===== config.mk =====
export PLATFORM = sky130hd
export DESIGN_NAME = div_unit
export DESIGN_NICKNAME = d
export VERILOG_FILES = /design/src/rtl/div_unit.sv
export SDC_FILE = /design/constraint.sdc
export NUM_CORES = 1
export LEC_CHECK = 0
export BUFFER_PORTS_ARGS = -buffer_cell sky130_fd_sc_hd__buf_2
export CAP_MARGIN = 20
export CORE_MARGIN = 3
export CORE_UTILIZATION = 49
export CTS_BUF_LIST = sky130_fd_sc_hd__clkbuf_16
export CTS_CLUSTER_SIZE = 20
export DETAILED_ROUTE_END_ITERATION = 16
export PLACE_DENSITY = 0.73
export SYNTH_ARGS = -nofsm -noshare
export SYNTH_HDL_FRONTEND = slang
export SYNTH_SLANG_ARGS = --single-unit
export TNS_END_PERCENT = 10

===== constraint.sdc =====
create_clock -name clk -period 6.1 [get_ports clk]
set_input_delay 1.22 -clock clk [delete_from_list [all_inputs] [get_ports clk]]
set_output_delay 1.22 -clock clk [all_outputs]
set_load 0.02 [all_outputs]

===== src/rtl/div_unit.sv =====
// Iterative restoring divider: one quotient bit per clock, quotient to LO, remainder to HI.
// Define DIV_SIGNED_EN to add the is_signed port with signed magnitude/sign-fix/overflow logic.
module div_unit #(
    parameter int WIDTH = 32
) (
    input  logic             clk,
    input  logic             rst_n,
    input  logic             start,
    input  logic             abort,
`ifdef DIV_SIGNED_EN
    input  logic             is_signed,
`endif
    input  logic [WIDTH-1:0] in1,
    input  logic [WIDTH-1:0] in2,
    output logic [WIDTH-1:0] quotient,
    output logic [WIDTH-1:0] remainder,
    output logic             busy,
    output logic             done
);

    localparam int CW = (WIDTH > 1) ? $clog2(WIDTH) : 1;
    localparam logic [CW-1:0] LAST = CW'(WIDTH - 1);

    typedef enum logic [1:0] {IDLE, CALC, FIN} state_t;

    state_t           state;
    logic [CW-1:0]    cnt;
    logic [WIDTH-1:0] rem;
    logic [WIDTH-1:0] dvd;
    logic [WIDTH-1:0] dvs;
    logic             div_zero;

    logic [WIDTH:0]   rem_sh;
    logic [WIDTH:0]   trial;
    logic [WIDTH-1:0] mag1;
    logic [WIDTH-1:0] mag2;
    logic [WIDTH-1:0] q_fix;
    logic [WIDTH-1:0] r_fix;

`ifdef DIV_SIGNED_EN
    localparam logic [WIDTH-1:0] MOST_NEG = {1'b1, {(WIDTH-1){1'b0}}};

    logic neg1, neg2, ovf_in;
    logic q_neg, r_neg, ovf;

    always_comb begin
        neg1   = is_signed & in1[WIDTH-1];
        neg2   = is_signed & in2[WIDTH-1];
        mag1   = neg1 ? -in1 : in1;
        mag2   = neg2 ? -in2 : in2;
        ovf_in = is_signed && (in1 == MOST_NEG) && (in2 == '1);
        // A zero divisor leaves rem = |dividend|, so the remainder sign fix restores raw in1.
        q_fix  = div_zero ? '1 : (ovf ? MOST_NEG : (q_neg ? -dvd : dvd));
        r_fix  = ovf ? '0 : (r_neg ? -rem : rem);
    end
`else
    always_comb begin
        mag1  = in1;
        mag2  = in2;
        q_fix = div_zero ? '1 : dvd;
        r_fix = rem;
    end
`endif

    // The partial remainder is WIDTH+1 bits only while shifted; after restore it always fits WIDTH.
    assign rem_sh = {rem, dvd[WIDTH-1]};
    assign trial  = rem_sh - {1'b0, dvs};

    // NOTE: every register here updates with <= so all branches see the pre-edge values.
    always_ff @(posedge clk or negedge rst_n) begin
        if (!rst_n) begin
            state     <= IDLE;
            cnt       <= '0;
            rem       <= '0;
            dvd       <= '0;
            dvs       <= '0;
            div_zero  <= 1'b0;
            quotient  <= '0;
            remainder <= '0;
            busy      <= 1'b0;
            done      <= 1'b0;
`ifdef DIV_SIGNED_EN
            q_neg     <= 1'b0;
            r_neg     <= 1'b0;
            ovf       <= 1'b0;
`endif
        end else begin
            done <= 1'b0;
            case (state)
                IDLE: begin
                    if (start && !abort) begin
                        state    <= CALC;
                        busy     <= 1'b1;
                        dvd      <= mag1;
                        dvs      <= mag2;
                        div_zero <= (in2 == '0);
                        rem      <= '0;
                        cnt      <= '0;
`ifdef DIV_SIGNED_EN
                        q_neg    <= neg1 ^ neg2;
                        r_neg    <= neg1;
                        ovf      <= ovf_in;
`endif
                    end
                end
                CALC: begin
                    if (abort) begin
                        state <= IDLE;
                        busy  <= 1'b0;
                    end else begin
                        rem <= trial[WIDTH] ? rem_sh[WIDTH-1:0] : trial[WIDTH-1:0];
                        dvd <= {dvd[WIDTH-2:0], ~trial[WIDTH]};
                        cnt <= cnt + 1'b1;
                        if (cnt == LAST) state <= FIN;
                    end
                end
                FIN: begin
                    state <= IDLE;
                    busy  <= 1'b0;
                    if (!abort) begin
                        quotient  <= q_fix;
                        remainder <= r_fix;
                        done      <= 1'b1;
                    end
                end
                default: begin
                    state <= IDLE;
                    busy  <= 1'b0;
                end
            endcase
        end
    end

endmodule


==> flow_metrics.env, run 1 <==
export IMPL_status="finished clean"
export IMPL_skew_ns=0.00732
export IMPL_p_total_mw=2.73
export IMPL_start_kind="flip-flop"
export IMPL_power_density_nw_per_um2=267
export IMPL_clk_path_buf_depth=2
export IMPL_yosys_warnings=0
export IMPL_start_util_pct=50.5
export IMPL_postSynthCellCount=920
export IMPL_synth_distinct_cells=54
export IMPL_min_period_ns=3.81
export IMPL_grt_pass1_vias=6755
export IMPL_p_switching_mw=0.788
export IMPL_worstMarginPinSlew_ns=1.06
export IMPL_final_cell_area_um2=10200
export IMPL_drc_errors=0
export IMPL_irDropWorstVdd_mv=0.206
export IMPL_hold_viol=0
export IMPL_hpwl_um=14200
export IMPL_drt_iter0_markers=482
export IMPL_postSynthAreaPerCell_um2=9.59
export IMPL_io_buffers=133
export IMPL_holdWs_ns=0.501
export IMPL_fin_crit_sh_pct=62.4
export IMPL_clk_pin_slew_ns=0.07
export IMPL_async_reset_ff_share_pct=100
export IMPL_die_area_um2=19600
export IMPL_cts_buffers=17
export IMPL_swShare_pct=28.8
export IMPL_drv_slew=0
export IMPL_crit_type="flip-flop to flip-flop"
export IMPL_die_y_um=140
export IMPL_setup_viol=0
export IMPL_relSlewSlack_pct=29.0
export IMPL_synth_seq_cells=170
export IMPL_pwr_share_seq_pct=45.8
export IMPL_first_pass_iters=5
export IMPL_setup_tns_ns=0
export IMPL_grt_ovfl_total=0
export IMPL_p_int_mw=1.95
export IMPL_synth_edf_count=0
export IMPL_place_area_um2=9660
export IMPL_die_x_um=140
export IMPL_cts_tree="done"
export IMPL_syn2layout_area_growth_pct=15.9
export IMPL_num_io_pins=134
export IMPL_netlist_area_um2=8820
export IMPL_drv_cap=0
export IMPL_cts_hold_buf=0
export IMPL_core_area_um2=17500
export IMPL_crit_fanout=23
export IMPL_ys_flop_type="dfrtp_1"
export IMPL_ff2ff_setup_slack_ns=2.29
export IMPL_startpoint="dvd[31]"
export IMPL_grt_pass1_wl_um=34500
export IMPL_antenna_found_initial=0
export IMPL_wl_per_cell_um=16.2
export IMPL_grt_usage_pct=21.5
export IMPL_rows=48
export IMPL_grt_max_degree=80
export IMPL_cp_endpoint="r_fix[29]"
export IMPL_ant_nets=0
export IMPL_drive_gt1_share_pct=21.1
export IMPL_cp_required_ns=6.42
export IMPL_synthesis_nets=1023
export IMPL_reg2regPathDepth=14
export IMPL_post_cts_resized=0
export IMPL_reg2reg_to="r_fix[29]"
export IMPL_critPathCaptureType="flip-flop"
export IMPL_ctsHtreeMaxLevel=4
export IMPL_postCtsSetupRepairBufs=0
export IMPL_viasPerCell=5.42
export IMPL_maxClockFrequency_mhz=263
export IMPL_gp_congestion=0.878
export IMPL_clkPwrFrac_pct=38.1
export IMPL_p_comb_share_pct=16.1
export IMPL_vias=6869
export IMPL_cts_num_sinks=170
export IMPL_worst_ep_arrival_time_ns=4.12
export IMPL_final_nets=1132
export IMPL_root_buffer="clkbuf_16"
export IMPL_min_path_type="flip-flop to flip-flop"
export IMPL_routed_wl_um=20500
export IMPL_worstReg2RegStart="dvd[31]"
export IMPL_rsz0062_at_grt="no"
export IMPL_yosysSeqAreaShare_pct=48.2
export IMPL_cellLeakagePower_nw=5.07
export IMPL_clock_latency_ns=0.43
==> Yosys cell counts, types with 22 or more instances <==
library cell  number  share of area, %
clkbuf_1          45               1.9
ha_1              34               4.8
xnor2_1           22               2.2
dfrtp_1          170                48
mux2i_1           59               6.7
inv_1             43               1.8
o21ai_1           25               1.4
o21ai_0           89               5.1
nor2_1            87               3.7
mux2_2            34               4.3
a21oi_1           69               3.9
nand2_1          117               5.0
==> layer usage <==
layer,up-vias,track usage [%],part of all wire (%)
met3,30,3.99,4.9
li1,3407,-,-
met5,-,0,0
met4,0,6.63,1.8
met1,3242,31.4,48
met2,190,32.9,46
==> power groups by stage <==
stage / sequential (mW) / combinational (mW) / clock (mW)
after floorplan: 1.26 / 0.309 / 0
after global placement: 1.27 / 0.427 / 0
after detailed placement: 1.27 / 0.435 / 0
after CTS: 1.25 / 0.441 / 1.06
after global routing: 1.26 / 0.500 / 1.12
final: 1.25 / 0.441 / 1.04
==> critical path: stages (launching register included) <==
cell      delay, ns
dfrtp_1        0.41
inv_1          0.09
ha_1           0.18
inv_1          0.06
fa_1           0.42
a211oi_1       0.28
o21ai_1        0.15
nand4_1        0.15
a21oi_2        0.10
a31oi_2        0.31
o211ai_4       0.14
xor2_4         0.51
buf_4          0.45
nor2_1         0.10
a311o_1        0.33
==> cell type report <==
| class | instances | area (um2) |
|---|---|---|
| Clock inverter | 15 | 141 |
| Multi-Input combinational cell | 654 | 4210 |
| Sequential cell | 170 | 4250 |
| Antenna cell | 1 | 2.50 |
| Clock buffer | 17 | 425 |
| Inverter | 43 | 161 |
| Timing Repair Buffer | 143 | 747 |
| Tap cell | 225 | 282 |
| Fill cell | 1487 | 7250 |
==> logic make-up after synthesis <==
group	synth area share [%]
and+or+nand+nor	12.5
AOI/OAI and AO/OA	15.5
DFF	48.2
buffers and inverters	4.34
muxes	11.0
adders and majority gates	5.05
xor gates and xnor gates	3.39
==> how the worst min path moves through the flow <==
stage               cells after the start            end          start
detailed placement                      1  remainder[17]  remainder[17]
global placement                        1  remainder[19]  remainder[19]
CTS                                     1  remainder[17]  remainder[17]
floorplan                               1           busy       state[1]
global route                            1  remainder[17]  remainder[17]
finish                                  1  remainder[17]  remainder[17]
==> cells in the final DEF, fill, tap and decap left out, types with 3 or more instances in the layout <==
cell type and instances:
nor4_1 8, inv_6 4, o21ai_1 24, and2_1 4, a21oi_1 69, nor3_1 5, or2_2 3, nor2_1 87
xnor2_1 22, o21ai_0 89, nand3_1 7, clkbuf_16 17, nor2b_1 3, nand4_1 11, buf_4 10, mux2i_1 59
and3_1 5, a2bb2oi_1 4, o21bai_1 3, a22o_1 3, buf_2 132, inv_1 44, clkinv_4 3, dfrtp_1 170
xor2_1 9, a221o_1 3, a21o_1 15, mux2_2 34, a211oi_1 4, ha_1 34, nand2_1 117
==> flip-flops by register name, indices dropped and copies added, names as in the netlist, 2 cells and up <==
name and count:
state 2, r_fix 32, dvs 32, quotient 32, cnt 5, remainder 32
dvd 32
==> metrics by stage <==
stage                     utilization (%)  setup slack, ns  instances
final                                58.5             2.29       1268
after global placement               55.3             2.46       1235
after floorplan                         -             3.13        920
after CTS                            58.5             2.27       1267
after global routing                 58.5             2.01       1267
after detailed placement             55.3             2.31       1235
Power figures use the tool's default switching activity.
==> run 2: changes to the inputs <==
clock period = 3.6 ns   (was 6.1 ns; I/O delays follow)
==> run 2 against run 1 <==
Routed wire length decreased by 1.2%; critical path depth unchanged; largest power group unchanged; worst setup slack lost 1.9 ns; clock power grew 78%; total power grew 72%; sequential share of layout area fell by 0.34 points; sequential power grew 70%; combinational power up 69%; cell area is 0.83% higher.
==> flow_metrics.env, run 2 (synthesized netlist as in run 1, its figures left out) <==
export IMPL_drt_iter0_markers=409
export IMPL_first_pass_iters=5
export IMPL_grt_ovfl_total=0
export IMPL_io_buffers=133
export IMPL_die_x_um=140
export IMPL_min_path_type="primary input to asynchronous set/reset pin"
export IMPL_multi_input_area_um2=4210
export IMPL_irDropWorstVdd_mv=0.355
export IMPL_cts_num_sinks=170
export IMPL_worstReg2RegStart="dvd[31]"
export IMPL_core_area_um2=17500
export IMPL_drc_errors=0
export IMPL_status="finished clean"
export IMPL_final_nets=1136
export IMPL_num_io_pins=134
export IMPL_crit_top_cell="inv_1"
export IMPL_final_cell_area_um2=10300
export IMPL_crit_chain="inv_1 -> ha_1 -> inv_1 -> fa_1 -> a211oi_1 -> o21ai_1 -> nand4_1 -> a21oi_2 -> a31oi_2 -> o211ai_4 -> xor2_4 -> buf_12 -> nor2_1 -> a311o_1"
export IMPL_crit_type="flip-flop to flip-flop"
export IMPL_skew_ns=0.0150
export IMPL_grt_pass1_wl_um=33900
export IMPL_reg2reg_to="r_fix[29]"
export IMPL_clock_latency_ns=0.44
export IMPL_maxClockFrequency_mhz=313
export IMPL_postCtsSetupRepairBufs=0
export IMPL_rows=48
export IMPL_min_period_ns=3.19
export IMPL_cellLeakagePower_nw=5.11
export IMPL_critPathCaptureType="flip-flop"
export IMPL_final_common_cell="dfrtp_1"
export IMPL_ff2ff_setup_slack_ns=0.41
export IMPL_final_util_pct=59.0
export IMPL_grt_usage_pct=21.1
export IMPL_grt_pass1_vias=6766
export IMPL_drive_gt1_share_pct=21.6
export IMPL_setup_tns_ns=0
export IMPL_relSlewSlack_pct=40.9
export IMPL_fill_cells=1528
export IMPL_rsz0062_at_grt="no"
export IMPL_syn2layout_area_growth_pct=16.9
export IMPL_gp_congestion=0.907
export IMPL_start_kind="flip-flop"
export IMPL_hold_viol=0
export IMPL_post_cts_resized=0
export IMPL_cts_tree="done"
export IMPL_root_buffer="clkbuf_16"
export IMPL_power_density_nw_per_um2=457
export IMPL_layout_common_cells="dfrtp_1, buf_2, nand2_1"
export IMPL_die_area_um2=19600
export IMPL_start_util_pct=50.5
export IMPL_antennaDiodeCount=0
export IMPL_clk_path_buf_depth=2
export IMPL_ctsHtreeMaxLevel=4
export IMPL_cts_buffers=17
export IMPL_hpwl_um=14300
export IMPL_crit_fanout=30
export IMPL_place_area_um2=9710
export IMPL_cp_slowest_stage_delay_ns=0.42
export IMPL_wl_per_cell_um=15.9
export IMPL_setup_viol=0
export IMPL_ant_nets=0
export IMPL_reg2regPathDepth=14
export IMPL_grt_max_degree=74
export IMPL_worstMarginPinSlew_ns=0.886
export IMPL_vias=6911
export IMPL_drv_cap=0
export IMPL_drv_slew=0
export IMPL_antenna_found_initial=0
export IMPL_viasPerCell=5.44
export IMPL_cp_slowest_cell="fa_1"
export IMPL_cp_required_ns=3.93
export IMPL_cts_hold_buf=0
export IMPL_routed_wl_um=20300
export IMPL_worst_ep_arrival_time_ns=3.52
export IMPL_die_y_um=140
export IMPL_fin_crit_sh_pct=88.7
export IMPL_seqCellArea_um2=4250
export IMPL_clk_pin_slew_ns=0.08
## run 2: cell count changes in the layout (fill, tap and decap cells not counted), sizes merged
cell / previous run / this run
buf: 143 / 147
clkinv: 5 / 3
clkinvlp: 2 / 3
diode: 1 / 0
inv: 50 / 51
## run 2: where the power goes
| part | switching [mW] | internal [mW] |
|---|---|---|
| combinational | 0.451 | 0.293 |
| clock | 0.852 | 0.994 |
| sequential | 0.0797 | 2.04 |
## run 2: layer usage
| metal | vias up | GRT usage [%] | wire (um) |
|---|---|---|---|
| li1 | 3428 | - | - |
| met1 | 3328 | 31.0 | 10000 |
| met2 | 137 | 32.7 | 9320 |
| met3 | 18 | 3.31 | 662 |
| met4 | 0 | 5.86 | 253 |
| met5 | - | 0 | 0 |
## run 2: worst max-delay path, delay by kind of cell (launching register included)
| kind | cells | cell delay [ns] |
|---|---|---|
| AND/OR/NAND/NOR | 2 | 0.23 |
| adder cells (fa/ha/maj) | 2 | 0.58 |
| buffers and inverters | 3 | 0.37 |
| AO/OA/AOI/OAI | 6 | 1.32 |
| XOR/XNOR | 1 | 0.18 |
| flip-flops | 1 | 0.40 |
## run 2: worst max path at each step
stage	start	to	slack, ns	cells after the start
floorplan	dvd[31]	r_fix[15]	0.63	14
global placement	dvd[31]	r_fix[29]	0.49	14
detailed placement	dvd[31]	r_fix[29]	0.40	14
CTS	dvd[31]	r_fix[29]	0.40	14
global route	dvd[31]	r_fix[29]	0.14	14
finish	dvd[31]	r_fix[29]	0.41	14
## run 2: through the flow
step | setup slack [ns] | instances | power, mW | hold WS [ns]
after floorplan | 0.628 | 920 | 2.66 | 0.424
after global placement | 0.494 | 1239 | 2.88 | 0.485
after detailed placement | 0.403 | 1239 | 2.89 | 0.491
after CTS | 0.398 | 1271 | 4.76 | 0.292
after global routing | 0.143 | 1271 | 4.94 | 0.322
final | 0.407 | 1271 | 4.71 | 0.270
## run 2: area by class of cell
type	count	area share [%]
sequential	170	41.3
multi-input combinational	654	40.9
timing repair buffer	147	7.78
clock buffer	17	4.13
tap	225	2.73
clock inverter	15	1.69
inverter	43	1.57
